<file path="src/rtl/act_mem_arb.sv">
// Write-side arbiter for the two activation banks: host loads ECG words in IDLE,
// pooling owns the write port in RUN, and the first host write after DONE reopens loading.
module act_mem_arb #(
  parameter int unsigned ACTMEMADRWID = 11,
  parameter int unsigned BRAMADRWID   = 15,
  parameter int unsigned LOADWORDS    = 640
) (
  input  logic                    clk,
  input  logic                    rst_n,
  input  logic [BRAMADRWID-1:0]   bram_addr_a,
  input  logic [31:0]             bram_wrdata_a,
  input  logic                    bram_en_a,
  input  logic                    bram_we_a,
  input  logic                    pwr0ena,
  input  logic                    pwr1ena,
  input  logic [ACTMEMADRWID-1:0] pwr0addr,
  input  logic [ACTMEMADRWID-1:0] pwr1addr,
  input  logic [31:0]             pwrdata,
  input  logic                    infer_done,
  output logic                    wactmem0ena,
  output logic                    wactmem1ena,
  output logic                    wactmem0wea,
  output logic                    wactmem1wea,
  output logic [ACTMEMADRWID-1:0] wactmem0addr,
  output logic [ACTMEMADRWID-1:0] wactmem1addr,
  output logic [31:0]             wactmemdata,
  output logic                    ecg_rd_done,
  output logic [1:0]              state,
  output logic [11:0]             load_cnt,
  output logic                    host_drop
);

  typedef enum logic [1:0] {
    S_IDLE = 2'b00,
    S_RUN  = 2'b01,
    S_DONE = 2'b10
  } state_t;

  localparam logic [11:0] LOAD_TARGET = 12'(LOADWORDS);
  localparam logic [11:0] CNT_MAX     = '1;

  state_t state_q, state_d;
  logic [11:0] cnt_q, cnt_d, cnt_inc;
  logic        drop_q, drop_d;
  logic        start_d;
  logic        host_wr, in_range, host_bank;
  logic        host_ok, pool_ok;
  logic        ena0_d, ena1_d;
  logic [ACTMEMADRWID-1:0] local_addr;
  logic        unused_low_bits;

  assign host_wr    = bram_en_a & bram_we_a;
  assign in_range   = ~bram_addr_a[BRAMADRWID-1];
  assign host_bank  = bram_addr_a[ACTMEMADRWID+2];
  assign local_addr = bram_addr_a[ACTMEMADRWID+1:2];
  assign cnt_inc    = (cnt_q == CNT_MAX) ? cnt_q : cnt_q + 12'd1;
  assign unused_low_bits = ^bram_addr_a[1:0];

  always_ff @(posedge clk or negedge rst_n) begin
    if (!rst_n) begin
      state_q <= S_IDLE;
      cnt_q   <= '0;
      drop_q  <= 1'b0;
    end else begin
      state_q <= state_d;
      cnt_q   <= cnt_d;
      drop_q  <= drop_d;
    end
  end

  always_comb begin
    state_d = state_q;
    cnt_d   = cnt_q;
    drop_d  = drop_q;
    start_d = 1'b0;
    host_ok = 1'b0;
    pool_ok = 1'b0;
    unique case (state_q)
      S_IDLE: begin
        if (host_wr) begin
          if (in_range) begin
            host_ok = 1'b1;
            cnt_d   = cnt_inc;
            if (cnt_inc == LOAD_TARGET) begin
              start_d = 1'b1;
              state_d = S_RUN;
            end
          end else begin
            drop_d = 1'b1;
          end
        end
      end
      S_RUN: begin
        pool_ok = 1'b1;
        if (host_wr) drop_d = 1'b1;
        if (infer_done) state_d = S_DONE;
      end
      S_DONE: begin
        // The reopening write is itself the first word of the next load.
        if (host_wr) begin
          if (in_range) begin
            host_ok = 1'b1;
            cnt_d   = 12'd1;
            drop_d  = 1'b0;
            state_d = S_IDLE;
          end else begin
            drop_d = 1'b1;
          end
        end
      end
      default: state_d = S_IDLE;
    endcase
  end

  assign ena0_d = (host_ok & ~host_bank) | (pool_ok & pwr0ena);
  assign ena1_d = (host_ok &  host_bank) | (pool_ok & pwr1ena);

  always_ff @(posedge clk or negedge rst_n) begin
    if (!rst_n) begin
      wactmem0ena  <= 1'b0;
      wactmem1ena  <= 1'b0;
      wactmem0wea  <= 1'b0;
      wactmem1wea  <= 1'b0;
      wactmem0addr <= '0;
      wactmem1addr <= '0;
      wactmemdata  <= '0;
      ecg_rd_done  <= 1'b0;
    end else begin
      wactmem0ena <= ena0_d;
      wactmem1ena <= ena1_d;
      wactmem0wea <= ena0_d;
      wactmem1wea <= ena1_d;
      ecg_rd_done <= start_d;
      if (ena0_d) wactmem0addr <= host_ok ? local_addr : pwr0addr;
      if (ena1_d) wactmem1addr <= host_ok ? local_addr : pwr1addr;
      if (ena0_d | ena1_d) wactmemdata <= host_ok ? bram_wrdata_a : pwrdata;
    end
  end

  assign state     = state_q;
  assign load_cnt  = cnt_q;
  assign host_drop = drop_q;

endmodule

</file>
<file path="config.mk">
export PLATFORM = sky130hd
export DESIGN_NAME = act_mem_arb
export DESIGN_NICKNAME = d
export VERILOG_FILES = /design/src/rtl/act_mem_arb.sv
export SDC_FILE = /design/constraint.sdc
export NUM_CORES = 1
export LEC_CHECK = 0
export CORE_MARGIN = 4
export CORE_UTILIZATION = 28
export DETAILED_ROUTE_END_ITERATION = 16
export SLEW_MARGIN = 0
export SYNTH_ARGS = -nofsm -noshare
export SYNTH_HDL_FRONTEND = slang
export SYNTH_SLANG_ARGS = --single-unit
export TNS_END_PERCENT = 20
</file>
<file path="constraint.sdc">
create_clock -name clk -period 1.6 [get_ports clk]
set_input_delay 0.32 -clock clk [delete_from_list [all_inputs] [get_ports clk]]
set_output_delay 0.32 -clock clk [all_outputs]
set_load 0.01 [all_outputs]
</file>
### After elaboration in Yosys (flattened, before gate mapping)

Cells that the tools add are included.
Widths: inputs -> output; s select.

* output and inout port bits: 74
* input bits: 108
* bits in registers: 72
* word-level logic and storage cells: 68

* equal/unequal tests: 12
* reduce and logical (&&, ||, !) cells: 7
* muxes and demuxes: 30
* bitwise gates (word level): 9
* $add $sub $neg: 1

Operators with widths (number)
* $mux 12: 5
* $mux 32: 1
* $pmux 12 s2: 1
* $mux 11: 2
* $ne 2x2->1 const B: 8
* $mux 1: 13
* $add 12x1->12 const B: 1
* $eq 12x10->1 const B: 1
* $eq 12x12->1 const B: 1
* $mux 2: 6
* $reduce_and 5->1: 2
* $pmux 2 s3: 1
* $reduce_and 6->1: 1
* $and 1x1->1: 5
* $or 1x1->1: 3
* $pmux 1 s3: 1
* $reduce_bool 3->1: 1
* $eq 2x1->1 const B: 1
* $eq 2x2->1 const B: 1
* $logic_not 2->1: 1
* $reduce_bool 2->1: 1
* $reduce_or 2->1: 1
* $not 1->1: 1

### Longest topological paths before layout

* depth in word-level cells: 7
* depth in mapped cells: 7
* gate-level depth less buffers: 6

### Worst setup path after synthesis

No wires, ideal clock.

* path kind: flip-flop to flip-flop
* start: reg cnt_q[0] (netlist: load_cnt[0])
* end: reg state_q[0] (netlist: state[0])
* path buffers: 0
* required time: 1505 ps
* slack: -113 ps
* period minus slack after synthesis: 1713 ps
* arrival time: 1618 ps
* setup time: 95 ps
* cell stages (with the launch flop): 6
* cells stage by stage: dfrtp_1 -> ha_1 -> or4_1 -> o21ai_0 -> nand4_1 -> o31ai_1

* cells in the longest elaborated chain, start to end: 5
* elaborated cells on any way between the ends: 6
* those cells by class: add/sub: 1; eq/ne: 3; mux: 1; reduce/logical: 1

RTL lines
* start: declaration: RTL line 43 `logic [11:0] cnt_q, cnt_d, cnt_inc;`
* start signal: assignment: RTL line 66 `cnt_q <= cnt_d;`
* $add 12x1->12 or $eq 12x12->1 (tied branches): RTL line 56 `assign cnt_inc = (cnt_q == CNT_MAX) ? cnt_q : cnt_q + 12'd1;`
* $mux 12 (*): RTL line 56
* $eq 12x10->1 (*): RTL line 84 `if (cnt_inc == LOAD_TARGET) begin`
* $ne 2x2->1 (no source line) (*)
* $reduce_and 6->1 (no source line) (*)
* end signal: assignment: RTL line 65 `state_q <= state_d;`
* end: declaration: RTL line 42 `state_t state_q, state_d;`

Mark *: on every way between the ends. The rest lies on a longest branch, timed or not.
A chain may end at the register's enable or synchronous reset.

### Worst setup path after layout

* start: reg cnt_q[0] (netlist: load_cnt[0])
* end: reg ecg_rd_done

* cells in the longest elaborated chain, start to end: 7
* elaborated cells on any way between the ends: 8
* those cells by class: add/sub: 1; eq/ne: 2; mux: 5

RTL lines
* $add 12x1->12 or $eq 12x12->1 (tied branches): RTL line 56
* $mux 12 (*): RTL line 56
* $eq 12x10->1 (*): RTL line 84
* $mux 1 (*): RTL line 84
* $mux 1 (*): RTL line 81 `if (in_range) begin`
* $mux 1 (*): RTL line 80 `if (host_wr) begin`
* $mux 1 (*): RTL line 78 `unique case (state_q)`
* named net start_d: RTL line 45 `logic start_d;`
* end signal: assignment: RTL line 133 `ecg_rd_done <= start_d;`
* end: declaration: RTL line 27 `output logic ecg_rd_done,`

Mark *: on every way through the listed nets, which the timed path passes. The rest lies on a longest branch.

==> qor.json <==
{
  "critical_path": {
    "worst_path_dominant_cell_family": "simple AND/OR/NAND/NOR gates",
    "critical-path-max-stage-delay_ns": 0.50,
    "crit_path_required_time_ns": 1.84,
    "critical_path.slowest_cell": "or4_1",
    "worst_path_arrival_ns": 1.89,
    "cp-end-kind": "flop",
    "timing.critical_path.fanout_max": 4,
    "setup.worst_path.start_class": "flop",
    "critical_path_buf_inv_count": 0,
    "critical_path_class": "flop to flop",
    "critPathLaunch": "load_cnt[0]$_DFFE_PN0P_",
    "critical_path.cell_chain": "ha_4 > or4_1 > o21ai_1 > nand4_1 > nor3_1",
    "timing.rr.start": "load_cnt[0]$_DFFE_PN0P_"
  },
  "synth": {
    "synthArstFlopShare_pct": 100,
    "post-synth-top-count-cell": "nand2_1",
    "synth_fp_nets": 525,
    "synth.cell_area_um2": 3570,
    "synthFlopType": "dfrtp_1",
    "synth_sequential_area_ratio_pct": 50.4,
    "synth.ff_latch_count": 72,
    "syn_inst_count": 416,
    "synth.top_cell.area_share_pct": 50.4,
    "syn-mean-instance-area_um2": 8.59,
    "ys_warn_count": 0,
    "synth_common_cells": "nand2_1, dfrtp_1, nor2_1, a21oi_1, a31oi_1",
    "post-synth-top-area-cell": "dfrtp_1",
    "synth-edff-count": 0,
    "cells_taking_the_most_area_after_synthesis": "dfrtp_1, nand2_1, a31oi_1, a21oi_1, nor2_1",
    "post_synth_num_cell_types": 43
  },
  "routing": {
    "detailedRoute.firstIterationViolations": 275,
    "route.detailed.vias_per_inst": 4.79,
    "drtAntennaViolNets": 0,
    "routed-via-count": 3883,
    "wirelength_um": 12800,
    "route.detailed.drc": 0,
    "detail_route.first_pass.iterations": 4,
    "post_drt_wl_per_cell_um": 15.8
  },
  "timing": {
    "finalWorstPathRequiredPeriod_ns": 1.65,
    "worst_pin_slew_ns": 0.294,
    "finalHoldViolations": 0,
    "finalWorstSetupSlack_ns": -0.0487,
    "slew_viol_final": 0,
    "clock_skew_ns": 0.00937,
    "top_achievable_clock_speed_ghz": 0.607,
    "final.setup.tns_ns": -0.0909,
    "worst_hold_slack_after_final_layout_ns": 0.332,
    "min_period_over_period_pct": 103,
    "report.final.setup_viol": 2,
    "timing.max_slew.rel_slack_pct": 80.3,
    "rsz_0062_raised_after_global_routing": "yes"
  },
  "place": {
    "post-place-ws_ns": -0.337,
    "numPortBuffers": 179,
    "detailedPlacementHpwl_um": 9220,
    "place_congestion": 0.854
  },
  "clock_tree": {
    "clock_pin_transition_on_the_worst_setup_and_hold_timing_paths_ns": 0.06,
    "ctsRootBufferMaster": "clkbuf_16",
    "num_clock_sinks": 72,
    "tritoncts_clock_tree": "yes",
    "worstSkewPairLatency_ns": 0.33,
    "cts_made_buffers": 9,
    "clockBufferDepth": 2,
    "h_tree_depth": 3
  },
  "die": {
    "die_area_um2": 14600,
    "start_util_pct": 29.1,
    "die_h_um": 121,
    "core_area_um2": 12300,
    "io_pins": 182,
    "fp-row-count": 40,
    "die_w_um": 121
  },
  "min_path": {
    "min_from": "bram_addr_a[14]",
    "timing.hold.worst.class": "input port to flop"
  },
  "finish": {
    "synthToLayoutAreaGrowth_pct": 81.4,
    "diodes": 0,
    "final_net_count": 746,
    "final_layout_size_suffix_gt1_share_pct": 17.1
  },
  "run": {
    "timing.max_cap.violations": 0
  },
  "global_routing": {
    "grt_remaining_overflow": 0,
    "initial_antenna_violation_count": 0,
    "overall_global_routing_resource_usage_pct": 16.8,
    "grt_pass1_wl_um": 19800,
    "grt_pass1_vias": 3886,
    "grt_start_max_net_pins": 41
  },
  "power_and_ir_drop": {
    "power.leakage_uw": 0.00291,
    "vdd_drop_max_v": 0.000450,
    "power.density_cell_area_nw_per_um2": 1010
  },
  "status": {
    "status": "finished with violations",
    "failed_checks": "setup timing"
  }
}
cells in the final DEF, fill, tap and decap left out, types with 3 or more instances in the layout:
cell,synthesis,layout
o21ai_0,7,5
o31ai_1,3,3
nand3_1,6,4
dlymetal6s2s_1,0,17
buf_12,0,8
and3_1,5,5
nand2_1,88,84
o22a_1,4,4
and2_1,12,11
a21oi_1,45,45
buf_4,4,45
clkbuf_16,0,12
nor2_1,53,51
buf_6,1,6
a31oi_1,38,36
nor3_1,6,6
o21ai_1,11,13
dfrtp_1,72,67
clkdlybuf4s50_1,0,147
dfrtp_2,0,5
nand4_1,3,3
nand2_2,1,4
dlygate4sd2_1,0,13
report_power, final:
part	total [uW]	leakage (uW)	switching [uW]	internal (uW)
registers	2340	0.000846	193	2140
clock network	2070	0.000145	810	1260
logic	2160	0.00192	922	1240
total	6560	0.00291	1920	4640
path summary, 6_finish.rpt:
check / slack [ns] / depth (start not counted) / endpoint
max in group asynchronous: 0.68 / 3 / wactmemdata[17]$_DFFE_PN0P_
worst max register to register: -0.05 / 5 / ecg_rd_done$_DFF_PN0_
worst min-delay path: 0.33 / 3 / host_drop$_DFFE_PN0P_
min in group asynchronous: 0.40 / 2 / load_cnt[5]$_DFFE_PN0P_
worst min register to register: 0.48 / 2 / wactmem1addr[1]$_DFFE_PN0P_
worst max-delay path: -0.05 / 5 / ecg_rd_done$_DFF_PN0_
stage by stage:
stage               std cells  area [um2]  utilization [%]  power (uW)
floorplan                 416        3590                -        3130
global placement          780        5900             48.1        4410
detailed placement        780        5900             48.1        4450
CTS                       801        6240             50.9        6580
global route              810        6480             52.9        6950
finish                    810        6480             52.9        6560
worst reg2reg max path, cell delays in order (launching register included):
cell and delay (ns):
dfrtp_2 0.43, ha_4 0.18, or4_1 0.50, o21ai_1 0.09, nand4_1 0.14, nor3_1 0.23
flip-flops by register name, summed over array words and instances (netlist names):
signal        flops
ecg_rd_done       1
state             2
wactmemdata      32
load_cnt         12
host_drop         1
wactmem0addr     11
wactmem1addr     11
wactmem0wea       1
wactmem1wea       1
cell type report:
class / instances / area, um2
tap: 168 / 210
timing repair buffer: 241 / 2460
multi-input combinational: 311 / 1690
sequential: 72 / 1810
inverter: 2 / 7.51
fill: 1167 / 5780
clock buffer: 10 / 239
clock inverter: 6 / 67.6
metal layers:
metal | vias up | global-route usage [%] | share of wire (%)
li1 | 1892 | - | -
met1 | 1820 | 21.9 | 45
met3 | 15 | 4.34 | 7.2
met2 | 156 | 27.3 | 47
met5 | - | 0 | 0
met4 | 0 | 5.45 | 1.4
cells by family after synthesis:
kind of cell / after synthesis / share of synthesized area [%]
AOI/OAI and AO/OA: 122 / 20.5
and+or+nand+nor: 185 / 23.2
muxes: 1 / 0.280
DFF: 72 / 50.4
xor gates and xnor gates: 2 / 0.490
buffers and inverters: 33 / 4.76
adders and majority gates: 1 / 0.350
repair_timing:
item                       CTS  global route
hold buffers                 1             0
setup endpoints to repair   20            62
pin swaps                    3            13
cloned                       0             3
hold endpoints to repair    13             0
gates resized for setup     20            40
setup buffers                4             6
Note: power is estimated with default switching activity, not from simulation.
==> RTL change (same settings) <==
Set the parameter `LOADWORDS` to 480 (it was 640).
--- a/src/rtl/act_mem_arb.sv
+++ b/src/rtl/act_mem_arb.sv
@@ -5,3 +5,3 @@
   parameter int unsigned BRAMADRWID   = 15,
-  parameter int unsigned LOADWORDS    = 640
+  parameter int unsigned LOADWORDS    = 480
 ) (
Function: no difference found for any inputs over 10 cycles, from zero or initial values and one cycle with rst_n low; that may be too few to reach the edited logic, so the function may still have changed.
==> RTL change against the original RTL <==
The run still ends with setup timing left. Wire length grew 4.9%. Core utilization grew 0.81 points. Via count shrank 1.1%. Synthesized area shrank 0.91%. Combinational power grew 17%. Fmax shrank 1.2%. Sequential cell count is the same. Sequential power grew 3%. Clock power shrank 5%. Critical path depth grew 2. Global-route usage shrank 0.37 points. Final area grew 1.1%. Setup slack lost 0.019 ns. Power grew 5.2%. Critical path type unchanged. Largest cell class unchanged.
==> RTL change: results (changes against the original RTL) <==
stage	metric	value	unit	change
outcome	status	finished, violations left		
outcome	violations	setup timing		
synth	ys_seq_area_share	50.9	%	+0.46 points
synth	synthAdderAreaFrac	0.353	%	+0.0032 points
placed_design	dpl_cell_area	0.00580	mm²	-1.5%
clock_network	clk_path_buf_depth	2		unchanged
timing	finalSetupViolCount	19		+17
clock_network	cts_resized	21		+5.0%
setup_path	crit_slowest_cell	dfrtp_2		
layout	stdcell_count	799		-1.4%
synth	synth_area	0.00354	mm²	-0.91%
layout	fin_nets	736		-1.3%
synth	synthCells	403		-3.1%
setup_path	cp_top_family	compound AO/OA/AOI/OAI gates		
setup_path	crit_path_max_fanout	6		+2
layout	fillers	1182		+1.3%
timing	holdWs	0.462	ns	+0.130 ns
timing	slew_headroom	74.1	%	-6.2 points
timing	fin_setup_tns	-0.329	ns	-0.238 ns
placed_design	hpwl	9.48	mm	+2.8%
setup_path	r2r_start	load_cnt[1]$_DFFE_PN0P_		
placed_design	place_congestion	0.883		+3.4%
global_route	grt_pass1_vias	3603		-7.3%
global_route	use_met1	21.3	%	-0.67 points
power_and_ir_drop	leakagePower	2.87	nW	-1.3%
synth	synth.area.top_cells	dfrtp_1 51%, nand2_1 8.6%, a31oi_1 6.4%		
global_route	grt_pass1_wl	18.9	mm	-4.5%
global_route	gr-usage-all-layers	16.5	%	-0.37 points
synth	synth_cell_types	42		-2.3%
synth	synth_compound_area_share	20.2	%	-0.27 points
global_route	antenna_found_initial	0		unchanged
synth	synthXorXnorAreaFrac	0.495	%	+0.0045 points
placed_design	dpl.cell_count	761		-2.4%
detailed_routing	wl_met1	5.84	mm	+2.2%
synth	ys_top_cells_by_count	81 x nand2_1, 72 x dfrtp_1, 51 x nor2_1, 42 x a21oi_1, 36 x a31oi_1		
setup_path	r2r_cells	7		+2
global_route	grt_start_max_net_pins	40		-2.4%
global_route	grtUsageMet2	26.6	%	-0.72 points
clock_network	post_cts_buffers	1		-3
layout	antenna_cells	0		unchanged
min_path	hold_path_depth	5		+2
synth	synthesis.nets	512		-2.5%
power_and_ir_drop	ir_drop	447	µV	-0.76%
detailed_routing	drt-initial-drc-count	178		-35%
detailed_routing	wl_met3	888	µm	-3.1%
global_route	grt_use_met3	4.02	%	-0.31 points
min_path	hold_path_end	host_drop$_DFFE_PN0P_		
setup_path	max_stage_delay	0.42	ns	-0.08 ns
timing	skew	0.00434	ns	-0.00502 ns
synth	ys_warn_count	0		unchanged
detailed_routing	wl_per_cell	16.8	µm	+6.4%
timing	setup_ws	-0.0680	ns	-0.0193 ns
setup_path	endpoint	state[0]$_DFFE_PN0P_		
synth	synth.area.mux_share	0.566	%	+0.29 points
layout	drive_gt1_share	21.1	%	+3.9 points
detailed_routing	wl_met2	6.45	mm	+8.0%
detailed_routing	num_vias	3841		-1.1%
placed_design	post-place-ws	-0.408	ns	-0.0718 ns
## RTL change: cell types whose count changed in the layout (fill, tap and decap cells not counted), sizes merged, moves of 3 or more
cell           change
nand2              -8
buf                +4
nor3               -4
a21oi              -3
clkdlybuf4s50      -3
dlygate4sd2        +3
o21ai              -3
## RTL change: final cells by class
cell class	count	area [µm²]	share of cell area [%]
clock inverter	6	61.3	0.935
multi-input combinational	295	1780	27.1
clock buffer	9	225	3.44
tap	168	210	3.21
sequential	72	1800	27.5
inverter	3	11.3	0.172
timing repair buffer	246	2460	37.6
## RTL change: power breakdown
| group | internal (mW) | leakage [nW] | total, mW | switching [mW] |
|---|---|---|---|---|
| clock | 1.19 | 0.141 | 1.96 | 0.771 |
| sequential | 2.18 | 0.839 | 2.42 | 0.242 |
| combinational | 1.45 | 1.89 | 2.52 | 1.07 |
| total | 4.82 | 2.87 | 6.91 | 2.08 |
